==> src/rtl/sum_collector.sv <==
// sum_collector: gathers N sums from an upstream adder into one frame result (total, max, carry count).
// Latency: out_valid rises 1 cycle after the Nth sample is accepted; result held until out_ready.
// Backpressure: in_ready drops while a result waits in HOLD; no sample is taken in the handshake cycle.
//
// Ports:
//   clk, rst            - single clock, synchronous active-high reset
//   sum, in_valid       - incoming sample and its valid strobe
//   in_ready            - combinational: 1 in IDLE/ACC, 0 in HOLD or during reset
//   total, max_sum      - running / final frame sum and largest sample (registered)
//   carry_cnt           - count of samples with their MSB set (registered)
//   out_valid, out_ready- frame result handshake
//   busy                - frame in progress (ACC or HOLD), registered
module sum_collector #(
  parameter int N     = 4,
  parameter int SUM_W = 5,
  parameter int ACC_W = SUM_W + $clog2(N),
  parameter int CNT_W = $clog2(N) + 1
) (
  input  logic             clk,
  input  logic             rst,
  input  logic [SUM_W-1:0] sum,
  input  logic             in_valid,
  output logic             in_ready,
  output logic [ACC_W-1:0] total,
  output logic [SUM_W-1:0] max_sum,
  output logic [CNT_W-1:0] carry_cnt,
  output logic             out_valid,
  input  logic             out_ready,
  output logic             busy
);

  typedef enum logic [1:0] {
    IDLE = 2'd0,
    ACC  = 2'd1,
    HOLD = 2'd2
  } state_t;

  state_t           state;
  state_t           state_nxt;
  logic [CNT_W-1:0] count;
  logic             accept;

  // Zero-extended operands: ACC_W leaves room for N full-scale samples, so the sum never wraps.
  logic [ACC_W-1:0] sum_ext;
  logic [CNT_W-1:0] msb_ext;

  assign sum_ext = {{(ACC_W-SUM_W){1'b0}}, sum};
  assign msb_ext = {{(CNT_W-1){1'b0}}, sum[SUM_W-1]};

  // Next-state and in_ready. in_ready depends only on state and rst, never on in_valid.
  always_comb begin
    state_nxt = state;
    in_ready  = 1'b0;
    accept    = 1'b0;
    case (state)
      IDLE: begin
        in_ready = !rst;
        if (in_valid) state_nxt = ACC;
      end
      ACC: begin
        in_ready = !rst;
        // count holds samples already taken; N-1 means this accept completes the frame.
        if (in_valid && (count == CNT_W'(N - 1))) state_nxt = HOLD;
      end
      HOLD: begin
        // Handshake cycle: in_ready stays low so the next frame starts one cycle later.
        if (out_ready) state_nxt = IDLE;
      end
      default: state_nxt = IDLE;
    endcase
    accept = in_valid && in_ready;
  end

  always_ff @(posedge clk) begin
    if (rst) begin
      state     <= IDLE;
      count     <= '0;
      total     <= '0;
      max_sum   <= '0;
      carry_cnt <= '0;
      out_valid <= 1'b0;
      busy      <= 1'b0;
    end else begin
      state     <= state_nxt;
      out_valid <= (state_nxt == HOLD);
      busy      <= (state_nxt != IDLE);
      if (accept) begin
        if (state == IDLE) begin
          // First sample of a frame overwrites whatever the previous frame left behind.
          total     <= sum_ext;
          max_sum   <= sum;
          carry_cnt <= msb_ext;
          count     <= CNT_W'(1);
        end else begin
          total     <= total + sum_ext;
          max_sum   <= (sum > max_sum) ? sum : max_sum;
          carry_cnt <= carry_cnt + msb_ext;
          count     <= count + CNT_W'(1);
        end
      end
    end
  end

endmodule
==> config.mk <==
export PLATFORM = sky130hd
export DESIGN_NAME = sum_collector
export DESIGN_NICKNAME = d
export VERILOG_FILES = /design/src/rtl/sum_collector.sv
export SDC_FILE = /design/constraint.sdc
export NUM_CORES = 1
export LEC_CHECK = 0
export CAP_MARGIN = 20
export CORE_UTILIZATION = 30
export CTS_CLUSTER_DIAMETER = 80
export DETAILED_ROUTE_END_ITERATION = 12
export GPL_TIMING_DRIVEN = 0
export MAX_ROUTING_LAYER = met4
export PLACE_DENSITY = 0.48
export SYNTH_ARGS = -nofsm -noshare
export SYNTH_HDL_FRONTEND = slang
export SYNTH_SLANG_ARGS = --single-unit
==> constraint.sdc <==
create_clock -name clk -period 3.91 [get_ports clk]
set_clock_uncertainty 0.15 [all_clocks]
set_input_delay 0.782 -clock clk [delete_from_list [all_inputs] [get_ports clk]]
set_output_delay 0.782 -clock clk [all_outputs]
set_load 0.01 [all_outputs]
==> out/results.txt, run 1 <==
Counting instances, the worst hold path has a depth of 2. In the routed design, unresolved DRC markers number 0. Summed over all nets, the switching power comes to 151 µW.

In the final design database the tool counted 191 nets. From synthesis to final layout, the design area changed by 28.9%. Using the TritonRoute via totals, the vias-per-cell ratio works out to 4.95.

For the cell area after placement, the log shows 1580 µm². For the part of the power in registers, the log shows 46.9%. The startpoint of the worst hold path is count[1]. For the area of all placed cells without fillers, the log shows 1630 µm². The highest attainable clock frequency is 341 MHz. The final wirelength was 2780 µm; the aggregate negative setup slack was 0 ns. In this run the worst hold path is classified as reg2reg. During synthesis, Yosys emitted a total of 0 warnings. The via total after detailed routing is 1064.

For this block, the initial DRC count from the detailed router was 16. The synthesized netlist contains 36 unique library cells. The maximum fanout count along the critical path was 5.

The number of buffers on the longest clock path was 2. The tightest slew margin relative to the limit came out at 65.2%. After synthesis the netlist holds a flip-flop and latch count of 22. In this run switching power makes up 28.6% of total power. For the worst IR drop on VDD, the log shows 0.000100 V. Synthesis produced a netlist with a net count of 160. Internal reg-to-reg setup slack: 1.96 ns. At the end of routability-driven placement, the weighted congestion stood at 0.747. The count of input and output buffers was 26; the wire length per cell after detailed routing was 12.9 µm. Registers take 440 µm².

The via count of the first global-routing pass was 1074; the floorplan die area was 4470 µm². Clock-pin slew was measured on the worst setup and hold paths at 0.08 ns. Summing all multi-input logic gate instances after layout gives 761 µm². The static leakage is 0.000655 µW. The root buffer selected by CTS is sky130_fd_sc_hd__clkbuf_8. The layout has 418 filler cells. Combinational group share of total power: 26.5%.

The count of cells resized by post-cts repair is 0, and the width of the die is 66.8 µm. For the initial antenna violation count, the log shows 0. At the pin with the least slew margin, the transition time is 0.521 ns.

Of the cells placed in the final design, the portion with a size suffix greater than 1 is 9.70%. The first global-routing pass estimated 4720 µm of wire. The floorplan has 23 rows. The number of H-tree branching levels is 1, and the share of the cycle needed by the critical path after routing is 75.0%. In this run the critical register-to-register path is launched from total[0]. Setup violations remaining at the end of the flow were counted as 0. The count of hold buffers inserted by post-cts repair is 0. Setup repair after global routing left no endpoint under its margin. TritonCTS built the clock tree. The number of I/O pins is 27.

The number of clock buffers added by TritonCTS is 3. The worst hold path terminates at count[1]. From bottom edge to top edge, the die measures 66.8 µm.

For the number of hold violations in the final report, the log shows 0. The run finished with clean final reports. In this run the mean area of a mapped cell was 9.27 µm². The first detailed-routing pass ran for 4 iterations. In this run the standard cell core region covers 4030 µm².

The half-perimeter wire length of the detailed placement result came out at 2200 µm. The smallest clock period supported by the final layout is computed as 2.93 ns. For the worst setup path, the data required time is 2.98 ns. The category of the critical setup timing path is in2out. Summed over all layers, the global routing overflow is 0. The internal portion of the total power is 378 µW. The mapped netlist covers 1260 µm². For the worst setup path, the data arrival time is 2.00 ns. The count of nets left with antenna violations once routing finished came out at 0. The nature of the critical path endpoint is an output pin. The logs give 14.9% for the overall global routing resource usage and 0 for the max-slew violation count. The number of cells on the worst reg-to-reg path is 6. The share of total power dissipated in the clock network is 26.6%.

The worst setup path is launched from an input pin. Once the floorplan was initialized, standard cells occupied 31.3% of the core. The worst register-to-register path ends at total[4]. For this run, the register share of the synthesized area comes to 34.9%. The clock sink count is 22, and the total power density per cell area is 325 nW/µm². Counting every instance in the synthesized netlist gives 136. Entering global routing, the biggest net connects 12 pins. The later-pin clock latency in the skew report came out at 0.26 ns. Max-cap violations in this run came to 0.

Buffers added to address setup during post-CTS repair amount to 0. 0 antenna diodes ended up in the layout.
[critical path, stage by stage]
cell                              delay [ns]
sky130_fd_sc_hd__clkdlybuf4s50_1        0.50
sky130_fd_sc_hd__nor2_1                 0.16
sky130_fd_sc_hd__clkdlybuf4s50_1        0.56
[how the worst max path moves through the flow]
stage | from | end | slack (ns) | cells after the start
floorplan | sum[0] | total[4] | 1.64 | 6
global placement | rst | in_ready | 0.98 | 3
detailed placement | rst | in_ready | 0.99 | 3
CTS | rst | in_ready | 0.98 | 3
global route | rst | in_ready | 0.91 | 3
finish | rst | in_ready | 0.98 | 3
[cell families after synthesis]
group	count (synthesis)	synth area share, %
AND/OR/NAND/NOR	39	15.0
AO/OA/AOI/OAI	38	21.7
flip-flops	22	34.9
adder cells (fa/ha/maj)	15	15.5
buffers and inverters	12	4.76
multiplexers	8	6.75
XOR/XNOR	2	1.39
[routing by layer]
metal	global-route usage, %	share of wire, %	routed length, µm	vias to the layer above
met2	26.0	49	1360	16
met5	-	0	0	-
met1	16.2	46	1280	492
li1	-	-	-	551
met4	7.18	2.2	60	0
met3	2.57	2.7	74	5
[power groups by stage]
| stage | Combinational [µW] | Sequential [µW] | Clock [µW] |
|---|---|---|---|
| floorplan | 81.2 | 257 | 0 |
| global placement | 139 | 253 | 0 |
| detailed placement | 141 | 253 | 0 |
| CTS | 142 | 248 | 147 |
| global route | 156 | 250 | 156 |
| finish | 140 | 248 | 141 |
[layout make-up]
class / instances / share of cell area (%)
clock buffer: 3 / 2.54
inverter: 8 / 1.85
tap: 50 / 3.85
sequential: 22 / 27.1
buffer: 4 / 1.85
timing repair buffer: 26 / 16.0
multi-input combinational: 102 / 46.8
[sequential cells by signal (all words and copies together), names as in the netlist]
register   count
max_sum        5
count          3
out_valid      1
total          7
state          2
busy           1
carry_cnt      3
[stage by stage]
step | setup WS, ns | util (%) | power (µW) | hold WS (ns) | cells
after CTS | 0.976 | 40.3 | 537 | 0.318 | 215
final | 0.977 | 40.3 | 529 | 0.315 | 215
after floorplan | 1.64 | - | 339 | 0.286 | 136
after detailed placement | 0.989 | 39.3 | 395 | 0.306 | 212
after global routing | 0.914 | 40.3 | 563 | 0.360 | 215
after global placement | 0.978 | 39.3 | 392 | 0.296 | 212
[cell usage after synthesis]
library cell                n  area (µm²)
sky130_fd_sc_hd__o21a_1     2        15.0
sky130_fd_sc_hd__a21o_1     2        15.0
sky130_fd_sc_hd__o22ai_1    1        6.26
sky130_fd_sc_hd__clkbuf_1   2        7.51
sky130_fd_sc_hd__xor2_1     1        8.76
sky130_fd_sc_hd__o221ai_4   1        26.3
sky130_fd_sc_hd__mux2_2     4        45.0
sky130_fd_sc_hd__nand2_1   10        37.5
sky130_fd_sc_hd__a31o_2     1        8.76
sky130_fd_sc_hd__mux2i_1    4        40.0
sky130_fd_sc_hd__buf_6      2        22.5
sky130_fd_sc_hd__nor3_1     1        5.00
sky130_fd_sc_hd__o21ba_2    1        10.0
sky130_fd_sc_hd__or3_1      2        12.5
sky130_fd_sc_hd__fa_1       1        20.0
sky130_fd_sc_hd__and3_1     1        6.26
sky130_fd_sc_hd__dfxtp_1   22         440
sky130_fd_sc_hd__inv_1      7        26.3
sky130_fd_sc_hd__a31oi_1    1        6.26
sky130_fd_sc_hd__nand3_1    7        35.0
sky130_fd_sc_hd__nor3b_4    1        18.8
sky130_fd_sc_hd__xnor2_1    1        8.76
sky130_fd_sc_hd__a221oi_1   1        8.76
sky130_fd_sc_hd__a211oi_1   3        22.5
sky130_fd_sc_hd__nand4_1    1        6.26
sky130_fd_sc_hd__a21boi_0   1        7.51
sky130_fd_sc_hd__ha_1      14         175
sky130_fd_sc_hd__o211ai_4   1        21.3
sky130_fd_sc_hd__clkinv_1   1        3.75
sky130_fd_sc_hd__or2_1      1        6.26
sky130_fd_sc_hd__o21ai_2    1        8.76
sky130_fd_sc_hd__o21ai_0    9        45.0
sky130_fd_sc_hd__a21oi_1   11        55.1
sky130_fd_sc_hd__a211o_1    2        17.5
sky130_fd_sc_hd__or3b_2     1        8.76
sky130_fd_sc_hd__nor2_1    14        52.6
[cells in the final DEF, fill, tap and decap left out, types with 2 or more instances in the layout]
cell,netlist,routed
sky130_fd_sc_hd__nand2_1,10,10
sky130_fd_sc_hd__a21o_1,2,2
sky130_fd_sc_hd__dfxtp_1,22,22
sky130_fd_sc_hd__buf_6,2,2
sky130_fd_sc_hd__clkbuf_1,2,2
sky130_fd_sc_hd__a21oi_1,11,11
sky130_fd_sc_hd__nor2_1,14,14
sky130_fd_sc_hd__inv_1,7,7
sky130_fd_sc_hd__o21ai_0,9,9
sky130_fd_sc_hd__clkdlybuf4s50_1,0,26
sky130_fd_sc_hd__mux2i_1,4,4
sky130_fd_sc_hd__a211oi_1,3,3
sky130_fd_sc_hd__o21a_1,2,2
sky130_fd_sc_hd__clkbuf_8,0,3
sky130_fd_sc_hd__mux2_2,4,4
sky130_fd_sc_hd__nand3_1,7,7
sky130_fd_sc_hd__a211o_1,2,2
sky130_fd_sc_hd__or3_1,2,2
sky130_fd_sc_hd__ha_1,14,14
Note: power is estimated with default switching activity, not from simulation.
==> run 2, diff against run 1 <==
Settings changed: PLACE_DENSITY 0.48 to 0.5.
Clock period 3.91 ns to 2.35 ns, I/O delays scaled along.
==> out/results.txt, run 2 (synthesis gave the netlist of run 1 again) <==
The flow ran to the end, and the final reports show no timing, DRC or antenna violations. After layout, the worst path uses 96.9% of the clock period. The share of total power dissipated in the clock network is 26.5%. The wire length per cell after detailed routing was 13.1 µm.

Ranked by flip-flop count, first place goes to total. The tool flagged a number of max-cap violations equal to 0. The combinational group share of total power is 26.9%, and the total power density per cell area is 537 nW/µm². The initial utilization of the core area, before any placement, comes to 31.3%. The floorplan step defined a core boundary enclosing 4030 µm². IR analysis of the VDD net gives a maximum drop of 0.000217 V.

Measured along the x axis, the die boundary spans 66.8 µm. Adding up every negative setup slack in the final design gives 0 ns. For the post-route core utilization, the log shows 40.9%. The tools report the max-slew violation count as 0. Setup repair after global routing left no endpoint under its margin.

STA puts the critical path data arrival time at 2.28 ns. The tools report the number of buffers on the longest clock path as 2. STA classifies the critical path startpoint as an input pin.

In this design, the stage delay of the slowest critical-path cell is 0.48 ns. Count of hold buffers inserted by post-cts repair: 0. The worst path in the final design needs a cycle of 2.28 ns, including I/O delays and setup. The met1 track utilization from global routing is 16.7%. The clock net in this run drives a total of 22 sinks. The count of buffers added on input and output ports is 26. The maximum fanout count along the critical path is 5, and the final setup violation count is 0. The largest net degree at the start of global routing is 12. For the global placer's final weighted congestion, the log shows 0.744.

Internal power: 630 µW. The tree is rooted in a sky130_fd_sc_hd__clkbuf_8. Global routing consumed, over all layers together, 14.5% of the routing resources. Global routing consumed, on the met2 layer, 25.1% of the routing resources. The layout has 421 filler cells. The final wirelength came out at 2810 µm. The via count of the first global-routing pass was 1092.

0 antenna diodes ended up in the layout. The largest registers in the layout are total x7, max_sum x5. From synthesis to final layout, the design area changed by 30.7%.

The logs give 0 for the number of design rule violations left after detail routing and 1650 µm² for the area of all placed cells without fillers. After layout, the design draws a total of 885 µW. In this run the power spent charging and discharging nets is 255 µW. The clock-pin slew on the worst setup and hold paths is 0.08 ns, and the half-perimeter wire length of the detailed placement result is 2210 µm. After global routing the overflow that remains totals 0. Tightest slew margin relative to the limit: 68.1%. The critical path goes through clkdlybuf4s50_1 > ha_1 > nand4_1 > o211ai_4 > o221ai_4 > mux2_2. The initial antenna violation count was 0. The detail route stage leaves a number of antenna-violating nets equal to 0.

Summing over every cut layer, the via total after detailed routing is 1088. After the first detailed-routing iteration, the DRC count stood at 27. TritonCTS built the clock tree. Post-CTS timing repair inserted 0 buffers for setup. The average vias per placed instance came out at 5.06. Timing would allow up to 439 MHz. The floorplan step defined a die boundary enclosing 4470 µm². The first global-routing pass estimated 4710 µm of wire. The number of core rows is 23, and the number of hold violations in the final report is 0. Summed over all cells, the static leakage comes to 0.000690 µW. The global routing's busiest layer was met2. The category of the critical setup timing path is in2reg. Registers are responsible for 46.6% of the overall power. The proportion of total power due to net switching works out to 28.8%.

The register with the most flip-flops in the layout has 7 of them. The clock reaches the later pin of the worst-skew pair after 0.26 ns. Data on the critical path is required at its endpoint by 2.36 ns. In this run, CTS created clock tree buffers numbering 3.

The detailed-routing iteration count for the pre-antenna-repair pass is 4. Type of the tightest min-delay check: reg2reg. The number of H-tree branching levels came out at 1.

For the pin with the worst max-slew slack, the measured transition is 0.478 ns. For met3 alone, demand over resource in global routing was 2.23%. For the cell area after placement, the log shows 1580 µm².

Cell with the largest stage delay on the worst path: sky130_fd_sc_hd__clkdlybuf4s50_1. The net count of the finished layout came out at 191. The worst setup path is captured at a flop.

The proportion of layout cells with a drive suffix above 1 works out to 12.1%. In the layout the commonest cells are sky130_fd_sc_hd__dfxtp_1, sky130_fd_sc_hd__clkdlybuf4s50_1, sky130_fd_sc_hd__nor2_1, sky130_fd_sc_hd__ha_1, sky130_fd_sc_hd__a21oi_1. Number of I/O pins: 27.

The die is 66.8 µm tall.
-- run 2: layout make-up --
| class | instances | area, µm² | area share (%) |
|---|---|---|---|
| Tap cell | 50 | 62.6 | 3.80 |
| Clock buffer | 3 | 41.3 | 2.51 |
| Inverter | 8 | 30.0 | 1.82 |
| Multi-Input combinational cell | 102 | 773 | 46.9 |
| Timing Repair Buffer | 26 | 270 | 16.4 |
| Sequential cell | 22 | 440 | 26.7 |
| Buffer | 4 | 30.0 | 1.82 |
-- run 2: metrics by stage --
step | setup slack, ns | hold slack, ns | std cells
3_3_place_gp | -0.247 | 0.294 | 212
4_1_cts | 0.0194 | 0.320 | 215
6_report | 0.0732 | 0.314 | 215
5_1_grt | 0.00869 | 0.342 | 215
3_5_place_dp | -0.257 | 0.308 | 212
2_1_floorplan | 0.395 | 0.286 | 136
-- run 2: path summary, 6_finish.rpt --
| kind | start | end | slack, ns | cells past startpoint |
|---|---|---|---|---|
| worst min-delay path | count[1] | count[1] | 0.31 | 2 |
| worst max-delay path | sum[2] | max_sum[2] | 0.07 | 6 |
| worst max register to register | max_sum[3] | max_sum[2] | 0.39 | 6 |
| worst min register to register | count[1] | count[1] | 0.31 | 2 |
-- run 2: layer usage --
metal  wire (µm)  vias up
li1            -      548
met1        1300      518
met2        1390       17
met3          79        5
met4          44        0
met5           0        -
-- run 2: power by group through the flow --
stage	Combinational, µW	Clock, µW	Sequential [µW]
after global routing	264	264	416
after CTS	236	247	413
after floorplan	135	0	428
final	238	235	412
after detailed placement	236	0	422
after global placement	229	0	420
-- run 2: worst max-delay path, delay by kind of cell --
| kind | cells | cell delay, ns |
|---|---|---|
| compound gates | 2 | 0.39 |
| fa+ha+maj | 1 | 0.36 |
| buf+inv | 1 | 0.48 |
| mux | 1 | 0.37 |
| simple gates | 1 | 0.21 |
-- run 2: timing repair --
action                                 CTS  global route
endpoints found under the hold margin    0             0
setup endpoints to repair                0             7
gates resized for setup                  0             8
==> run 3, diff against run 2 <==
Settings changed: CORE_UTILIZATION 30 to 28, PLACE_DENSITY 0.5 to 0.47.
==> out/results.txt, run 3 (synthesis gave the netlist of run 1 again) <==
The run finished with clean final reports. The critical path goes through clkdlybuf4s50_1 > ha_2 > fa_2 > a211oi_2 > o21ba_2 > or3_1 > a21oi_1. Adding up every negative setup slack in the final design gives 0 ns.

In this run the deepest clock path goes through 2 buffers. The share of total power dissipated in combinational logic is 26.4%. The static leakage was 0.000703 µW. The floorplan die height is 69.1 µm. The critical path is of the in2reg type.

The run gives 38.1% as the post-route core utilization. Startpoint of the worst register-to-register path: max_sum[3]. The number of hold violations in the final report was 0. STA puts the critical path data required time at 2.39 ns.

After layout, the minimum clock period comes to 2.22 ns. For the clock sink count, the log shows 22. Of the available clock period, the critical path in the final layout requires 94.3%.

The internal reg-to-reg setup slack was 0.40 ns. Leaving out fill and tap cells, the most frequent cell in the layout is sky130_fd_sc_hd__dfxtp_1. The tools report the switching power of the nets as 256 µW. From synthesis to final layout, the design area changed by 31.4%. The delay contributed by the slowest stage of the critical path works out to 0.52 ns.

For the pin with the worst max-slew slack, the measured transition is 0.507 ns. The routed design has 2790 µm of wire. The total power density per cell area works out to 535 nW/µm². Setup repair after global routing left no endpoint under its margin. After layout, the worst setup slack is 0.133 ns. The worst register-to-register path ends at max_sum[1].

TritonCTS built the clock tree. The run gives 27.0% as the clock share of power. The nature of the critical path endpoint is a flop. The wire length per cell after detailed routing is 12.8 µm, and the wire length of the first global-routing pass is 4910 µm. Dividing the detail-routed via count by the number of cells gives 4.94.

Along the worst path, the maximum fanout reaches 3. The tools report the number of H-tree branching levels as 1. Once the floorplan was initialized, standard cells occupied 29.0% of the core. Total congestion overflow: 0. The path class of the tightest hold or removal check is reg2reg.

The cell with the largest stage delay on the worst path is sky130_fd_sc_hd__clkdlybuf4s50_1. The largest net degree at the start of global routing was 12. Count of input and output buffers: 26. The final layout contains 192 nets. The number of buffer and inverter stages on the critical path was 1; the cell depth of the worst flop-to-flop path was 6. Floorplan die area: 4780 µm². At the later pin of the worst-skew pair, clock insertion delay measures 0.26 ns.

The global placer's final weighted congestion is 0.798. The worst setup path is launched from an input pin. The final setup violation count was 0; the half-perimeter wire length of the detailed placement result was 2090 µm. The register with the most flip-flops in the layout has 7 of them. The worst hold path was traced through 2 stages. The number of design rule violations left after detail routing is 0. The area inside the core boundary is 4350 µm². The largest registers in the layout are total x7, max_sum x5. The die is 69.1 µm wide. OpenSTA, run right after detailed placement, puts the worst setup slack at -0.243 ns. The number of core rows is 24, and the internal power is 630 µW. For this design the top-level I/O count stands at 27. Across the VDD grid, the largest voltage drop is 0.000262 V. The max-slew violation count is 0. For the initial antenna violation count, the log shows 0. The top cell types in the final layout, fill and taps aside, are sky130_fd_sc_hd__dfxtp_1, sky130_fd_sc_hd__clkdlybuf4s50_1, sky130_fd_sc_hd__nor2_1.

The detail route stage leaves a number of antenna-violating nets equal to 0. Sequential cells account for 46.6% of the total power. CTS placed an instance of sky130_fd_sc_hd__clkbuf_8 at the clock tree root.

The number of DRC markers in iteration 0 was 16; the via total after detailed routing was 1078. The clock-pin slew on the worst setup and hold paths works out to 0.08 ns. For the worst setup path, the data arrival time is 2.26 ns. Derived from the worst setup path, the maximum achievable clock frequency is 451 MHz. The post-route netlist has 12.0% of its cells at a drive strength greater than 1.

The tightest slew margin relative to the limit was 66.2%. The register with the most flip-flops in the final layout is total. The number of buffers created by CTS is 3.

The worst setup path endpoint was total[6]. The critical path depth in cells was 7; the detailed-routing iteration count for the pre-antenna-repair pass was 4. The worst hold path begins at count[1]. The cell type group with the largest total delay on the critical path is buffers and inverters. The overall global routing resource usage is 13.1%, and the final antenna diode count is 0.

Net switching is 28.9% of the power. Tracing the worst setup path back leads to its startpoint at sum[0]. The tool flagged a number of max-cap violations equal to 0. Via count of the first global-routing pass: 1104.
==> run 3: what timing repair did <==
item	4_1_cts	5_1_grt
resized for setup	0	8
setup buffers	0	1
setup endpoints to repair	0	7
hold buffers	0	0
==> run 3: area by class of cell <==
| class | instances | area (µm²) |
|---|---|---|
| fillers | 431 | 2700 |
| multi-input cells | 102 | 771 |
| flip-flops and latches | 22 | 440 |
| repair buffers | 27 | 280 |
| well taps | 52 | 65.1 |
| clock buffers | 3 | 41.3 |
| plain buffers | 4 | 30.0 |
| inverters | 8 | 30.0 |
==> run 3: through the flow <==
stage / hold WS (ns) / cell area (µm²) / total power (µW) / cells
after CTS: 0.319 / 1630 / 900 / 217
after floorplan: 0.286 / 1260 / 563 / 136
final: 0.317 / 1660 / 886 / 218
after detailed placement: 0.305 / 1590 / 653 / 214
after global placement: 0.293 / 1590 / 651 / 214
after global routing: 0.352 / 1660 / 950 / 218
==> run 3: how the worst min path moves through the flow <==
stage | to | slack, ns
after CTS | count[1] | 0.32
after floorplan | count[1] | 0.29
after detailed placement | count[1] | 0.30
after global placement | count[1] | 0.29
final | count[1] | 0.32
after global routing | count[1] | 0.35
==> run 3: power groups by stage <==
stage | Combinational [µW] | Clock, µW | Sequential, µW
final | 234 | 240 | 413
after global routing | 265 | 268 | 417
after CTS | 232 | 255 | 413
after detailed placement | 231 | 0 | 422
after global placement | 230 | 0 | 421
after floorplan | 135 | 0 | 428
==> run 3: layer usage <==
layer	GRT usage, %	vias to the layer above	wire length (µm)
li1	-	550	-
met1	16.8	510	1380
met5	-	-	0
met2	21.0	16	1300
met4	4.08	0	24
met3	2.19	2	83
==> run 3: worst min-delay path: cells and delay by family (launching register included) <==
| family | cells | cell delay [ns] |
|---|---|---|
| DFF | 1 | 0.32 |
| AOI/OAI and AO/OA | 1 | 0.05 |
| and+or+nand+nor | 1 | 0.05 |
==> patch 1 (settings of run 3) <==
Register the output `carry_cnt` once more, with the module's reset; this adds one clock of latency there. The other outputs are not delayed to match. Comments in the files are not updated.
--- a/src/rtl/sum_collector.sv
+++ b/src/rtl/sum_collector.sv
@@ -34,6 +34,8 @@
     ACC  = 2'd1,
     HOLD = 2'd2
   } state_t;
+
+  logic [CNT_W-1:0] carry_cnt_s0;
 
   state_t           state;
   state_t           state_nxt;
@@ -77,7 +79,7 @@
       count     <= '0;
       total     <= '0;
       max_sum   <= '0;
-      carry_cnt <= '0;
+      carry_cnt_s0 <= '0;
       out_valid <= 1'b0;
       busy      <= 1'b0;
     end else begin
@@ -89,16 +91,24 @@
           // First sample of a frame overwrites whatever the previous frame left behind.
           total     <= sum_ext;
           max_sum   <= sum;
-          carry_cnt <= msb_ext;
+          carry_cnt_s0 <= msb_ext;
           count     <= CNT_W'(1);
         end else begin
           total     <= total + sum_ext;
           max_sum   <= (sum > max_sum) ? sum : max_sum;
-          carry_cnt <= carry_cnt + msb_ext;
+          carry_cnt_s0 <= carry_cnt_s0 + msb_ext;
           count     <= count + CNT_W'(1);
         end
       end
     end
   end
 
+  always_ff @(posedge clk) begin
+    if (rst) begin
+      carry_cnt <= '0;
+    end else begin
+      carry_cnt <= carry_cnt_s0;
+    end
+  end
+
 endmodule
Function: changed (a bounded check fails within 4 cycles, from zero or initial values and one cycle with rst high).
==> patch 1 against run 3 <==
- area after synthesis increased by 6.7%
- largest cell class unchanged
- wire length increased by 5.4%
- setup slack improved by 11 ps
- synthesized cell count increased by 3.7%
- total power increased by 10%
- critical path type unchanged
- final area increased by 5.5%
- the run now ends with design-rule violations left
- sequential cell count increased by 3
- fmax increased by 0.50%
==> patch 1: results (changes against run 3) <==
run_status:
  status: "finished with violations"
  violations: "design-rule violations"
global_route:
  grt_max_degree: 16  # +4
  grt_usage_pct: 13.1  # +0.013 points
power_and_ir_drop:
  clkPwrFrac_pct: 27.5  # +0.5 points
  power.leakage_nw: 0.756  # +7.5%
  power.switching_mw: 0.284  # +11%
  ir_worst_vdd_v: 0.000202  # -23%
  power_frac_comb_pct: 24.8  # -1.6 points
setup_path:
  max_stage_delay_ps: 450  # -70 ps
  critPathTopFamily: "adder cells"
route:
  drt_iter0_drc: 37  # +21
  route.detailed.drc: 2  # +2
  firstDrtPassIters: 8  # +4
  drt-vias-per-instance: 4.96  # +0.21%
layout:
  drive_gt1_share_pct: 11.7  # -0.35 points
  final_cells: 223  # +2.3%
  multi_input_area_share_pct: 46.1  # -0.42 points
  seq_share_pct: 28.6  # +2.0 points
  multi_input_gates: 104  # +2.0%
  clockNetworkAreaShare_pct: 2.79  # +0.30 points
  nonClkBufAreaFrac_pct: 17.1  # -1.6 points
  fin_nets: 196  # +2.1%
timing:
  slew_headroom_pct: 67.2  # +0.93 points
synthesis:
  synthAdderAreaFrac_pct: 14.5  # -0.98 points
  yosysSeqAreaShare_pct: 37.2  # +2.3 points
  syn-num-nets: 165  # +3.1%
  synthMuxAreaShare_pct: 7.43  # +0.69 points
  syn-instance-count: 141  # +3.7%
  netlist_top_cells_count: "25 x dfxtp_1, 15 x nor2_1, 14 x ha_1"
clock_network:
  clock_sinks: 25  # +14%
placement:
  routabilityCongestion: 0.702  # -12%
  place_ws_ps: -281  # -38.0 ps
[patch 1: final timing paths]
| check | depth (start not counted) | slack, ps | to | from |
|---|---|---|---|---|
| max | 7 | 140 | total[4]$_SDFFE_PP0P_ | sum[0] |
| min | 2 | 310 | count[1]$_SDFFE_PP0P_ | count[1]$_SDFFE_PP0P_ |
| max reg2reg | 6 | 400 | max_sum[3]$_SDFFE_PP0P_ | max_sum[3]$_SDFFE_PP0P_ |
| min reg2reg | 2 | 310 | count[1]$_SDFFE_PP0P_ | count[1]$_SDFFE_PP0P_ |
[patch 1: layer usage]
layer	global-route usage [%]	share of wire, %
met1	16.6	49
met4	4.00	1.3
met3	2.25	2.9
met5	-	0
met2	21.4	47
[patch 1: what timing repair did]
item | 4_1_cts | 5_1_grt
setup buffers | 0 | 0
gates resized for setup | 1 | 8
pin swaps | 0 | 3
endpoints found under the setup margin | 1 | 6
==> patch 2 (config.mk and constraints of run 3) <==
Made on the original files. Change the parameter `SUM_W` from 5 to 7.
--- a/src/rtl/sum_collector.sv
+++ b/src/rtl/sum_collector.sv
@@ -12,7 +12,7 @@
 //   busy                - frame in progress (ACC or HOLD), registered
 module sum_collector #(
   parameter int N     = 4,
-  parameter int SUM_W = 5,
+  parameter int SUM_W = 7,
   parameter int ACC_W = SUM_W + $clog2(N),
   parameter int CNT_W = $clog2(N) + 1
 ) (
Ports: changed (resized max_sum, sum and total); port bits go from 27 to 33. The function was not compared with the original's and may differ.
==> patch 2 against run 3 <==
- via count is 25% higher
- sequential cell count is 4 higher
- utilization is 1.8 points higher
- register-to-register slack better by 50 ps
- global-route usage is 0.92 points higher
- wire length is 35% higher
- setup slack worse by 35 ps
- critical endpoint is now in_ready
- area after synthesis is 24% higher
- synthesized cell count is 29% higher
- highest routed layer unchanged
- final cell count is 30% higher
- final area is 26% higher
- total power is 31% higher
- non-clock buffer count is 8 higher
==> patch 2: results (changes against run 3) <==
run_status:
  status: "finished clean"
die:
  core_area_mm2: 0.00524  # +20%
clock_network:
  cts-resized-gates: 3  # +3
  clk_pin_slew_worst_paths_ps: 100  # +20 ps
layout:
  clockNetworkAreaShare_pct: 3.42  # +0.92 points
  n_all_inverters: 15  # +7
  final.fill_count: 523  # +21%
  ff_latch_area_um2: 520  # +18%
  final_cells: 283  # +30%
  drive_gt1_share_pct: 11.3  # -0.78 points
  nonClkBufAreaFrac_pct: 18.4  # -0.32 points
  reg_top3: "total x9, max_sum x7"
  n_all_buffers: 39  # +26%
  fin_nets: 244  # +27%
  multi_input_area_share_pct: 46.4  # -0.12 points
  multi_input_gates: 129  # +26%
setup_path:
  crit_start: "rst"
  reg2reg_from: "max_sum[4]$_SDFFE_PP0P_"
  rr_worst_depth: 8  # +2
  r2r_slack_ps: 450  # +50 ps
  path_max_fanout: 10  # +7
  reg2reg_to: "max_sum[5]$_SDFFE_PP0P_"
  cp-endpoint: "in_ready"
placement:
  io_buffers: 32  # +23%
  dp_cells: 278  # +30%
  place_area_mm2: 0.00197  # +24%
  routabilityCongestion: 0.760  # -4.7%
  place_ws_ps: -354  # -111 ps
global_route:
  grt_pass1_vias: 1295  # +17%
  grtUsageMet2_pct: 23.1  # +2.0 points
  grt_pass1_wl_um: 6270  # +28%
  grtUsageMet3_pct: 2.16  # -0.037 points
  grt_usage_pct: 14.0  # +0.92 points
  grt_util_met1_pct: 17.8  # +1.0 points
  grt_max_degree: 16  # +4
synthesis:
  syn-num-nets: 206  # +29%
  ys_ff_latch: 26  # +18%
  netlist_top_cells_count: "26 x dfxtp_1, 18 x ha_1, 16 x nor2_1, 15 x inv_1"
  syn_area_per_cell_um2: 8.86  # -4.5%
  synth_xor_area_share_pct: 2.81  # +1.4 points
  synth_compound_area_share_pct: 17.9  # -3.8 points
  synthAdderAreaFrac_pct: 15.7  # +0.25 points
  synthMuxAreaShare_pct: 5.78  # -0.97 points
  yosysSeqAreaShare_pct: 33.4  # -1.5 points
  ys_top_cells_by_area: "dfxtp_1 33%, ha_1 14%, mux2i_1 5.8%"
  ys_types: 40  # +11%
timing:
  tightest_slew_ps: 538  # +31.1 ps
  min_period_ps: 2250  # +35.1 ps
route:
  wl_met2_um: 1750  # +34%
  drt_iter0_drc: 52  # +36
  m1WireLength_um: 1890  # +37%
  num_vias: 1347  # +25%
  route.met3.wl_um: 84  # +1.2%
  wl_per_cell_um: 13.3  # +3.8%
power_and_ir_drop:
  p_comb_mw: 0.289  # +24%
  ir_worst_vdd_v: 0.000205  # -22%
  power.leakage_nw: 0.849  # +21%
  power_frac_comb_pct: 24.9  # -1.5 points
  switching_share_pct: 27.7  # -1.2 points
  pg_seq_mw: 0.490  # +19%
==> patch 2: worst min-delay path by stage <==
stage | slack (ps) | cells after the start | start | to
5_1_grt | 360 | 2 | count[1]$_SDFFE_PP0P_ | count[1]$_SDFFE_PP0P_
4_1_cts | 320 | 2 | count[1]$_SDFFE_PP0P_ | count[1]$_SDFFE_PP0P_
3_5_place_dp | 310 | 2 | count[1]$_SDFFE_PP0P_ | count[1]$_SDFFE_PP0P_
6_report | 320 | 2 | count[1]$_SDFFE_PP0P_ | count[1]$_SDFFE_PP0P_
3_3_place_gp | 300 | 2 | count[1]$_SDFFE_PP0P_ | count[1]$_SDFFE_PP0P_
2_1_floorplan | 290 | 2 | count[1]$_SDFFE_PP0P_ | count[1]$_SDFFE_PP0P_
==> patch 2: worst max-delay path, stage by stage <==
cell and delay [ps]:
dlygate4sd2_1 310, clkbuf_4 220, nor2_1 90, clkdlybuf4s50_1 540
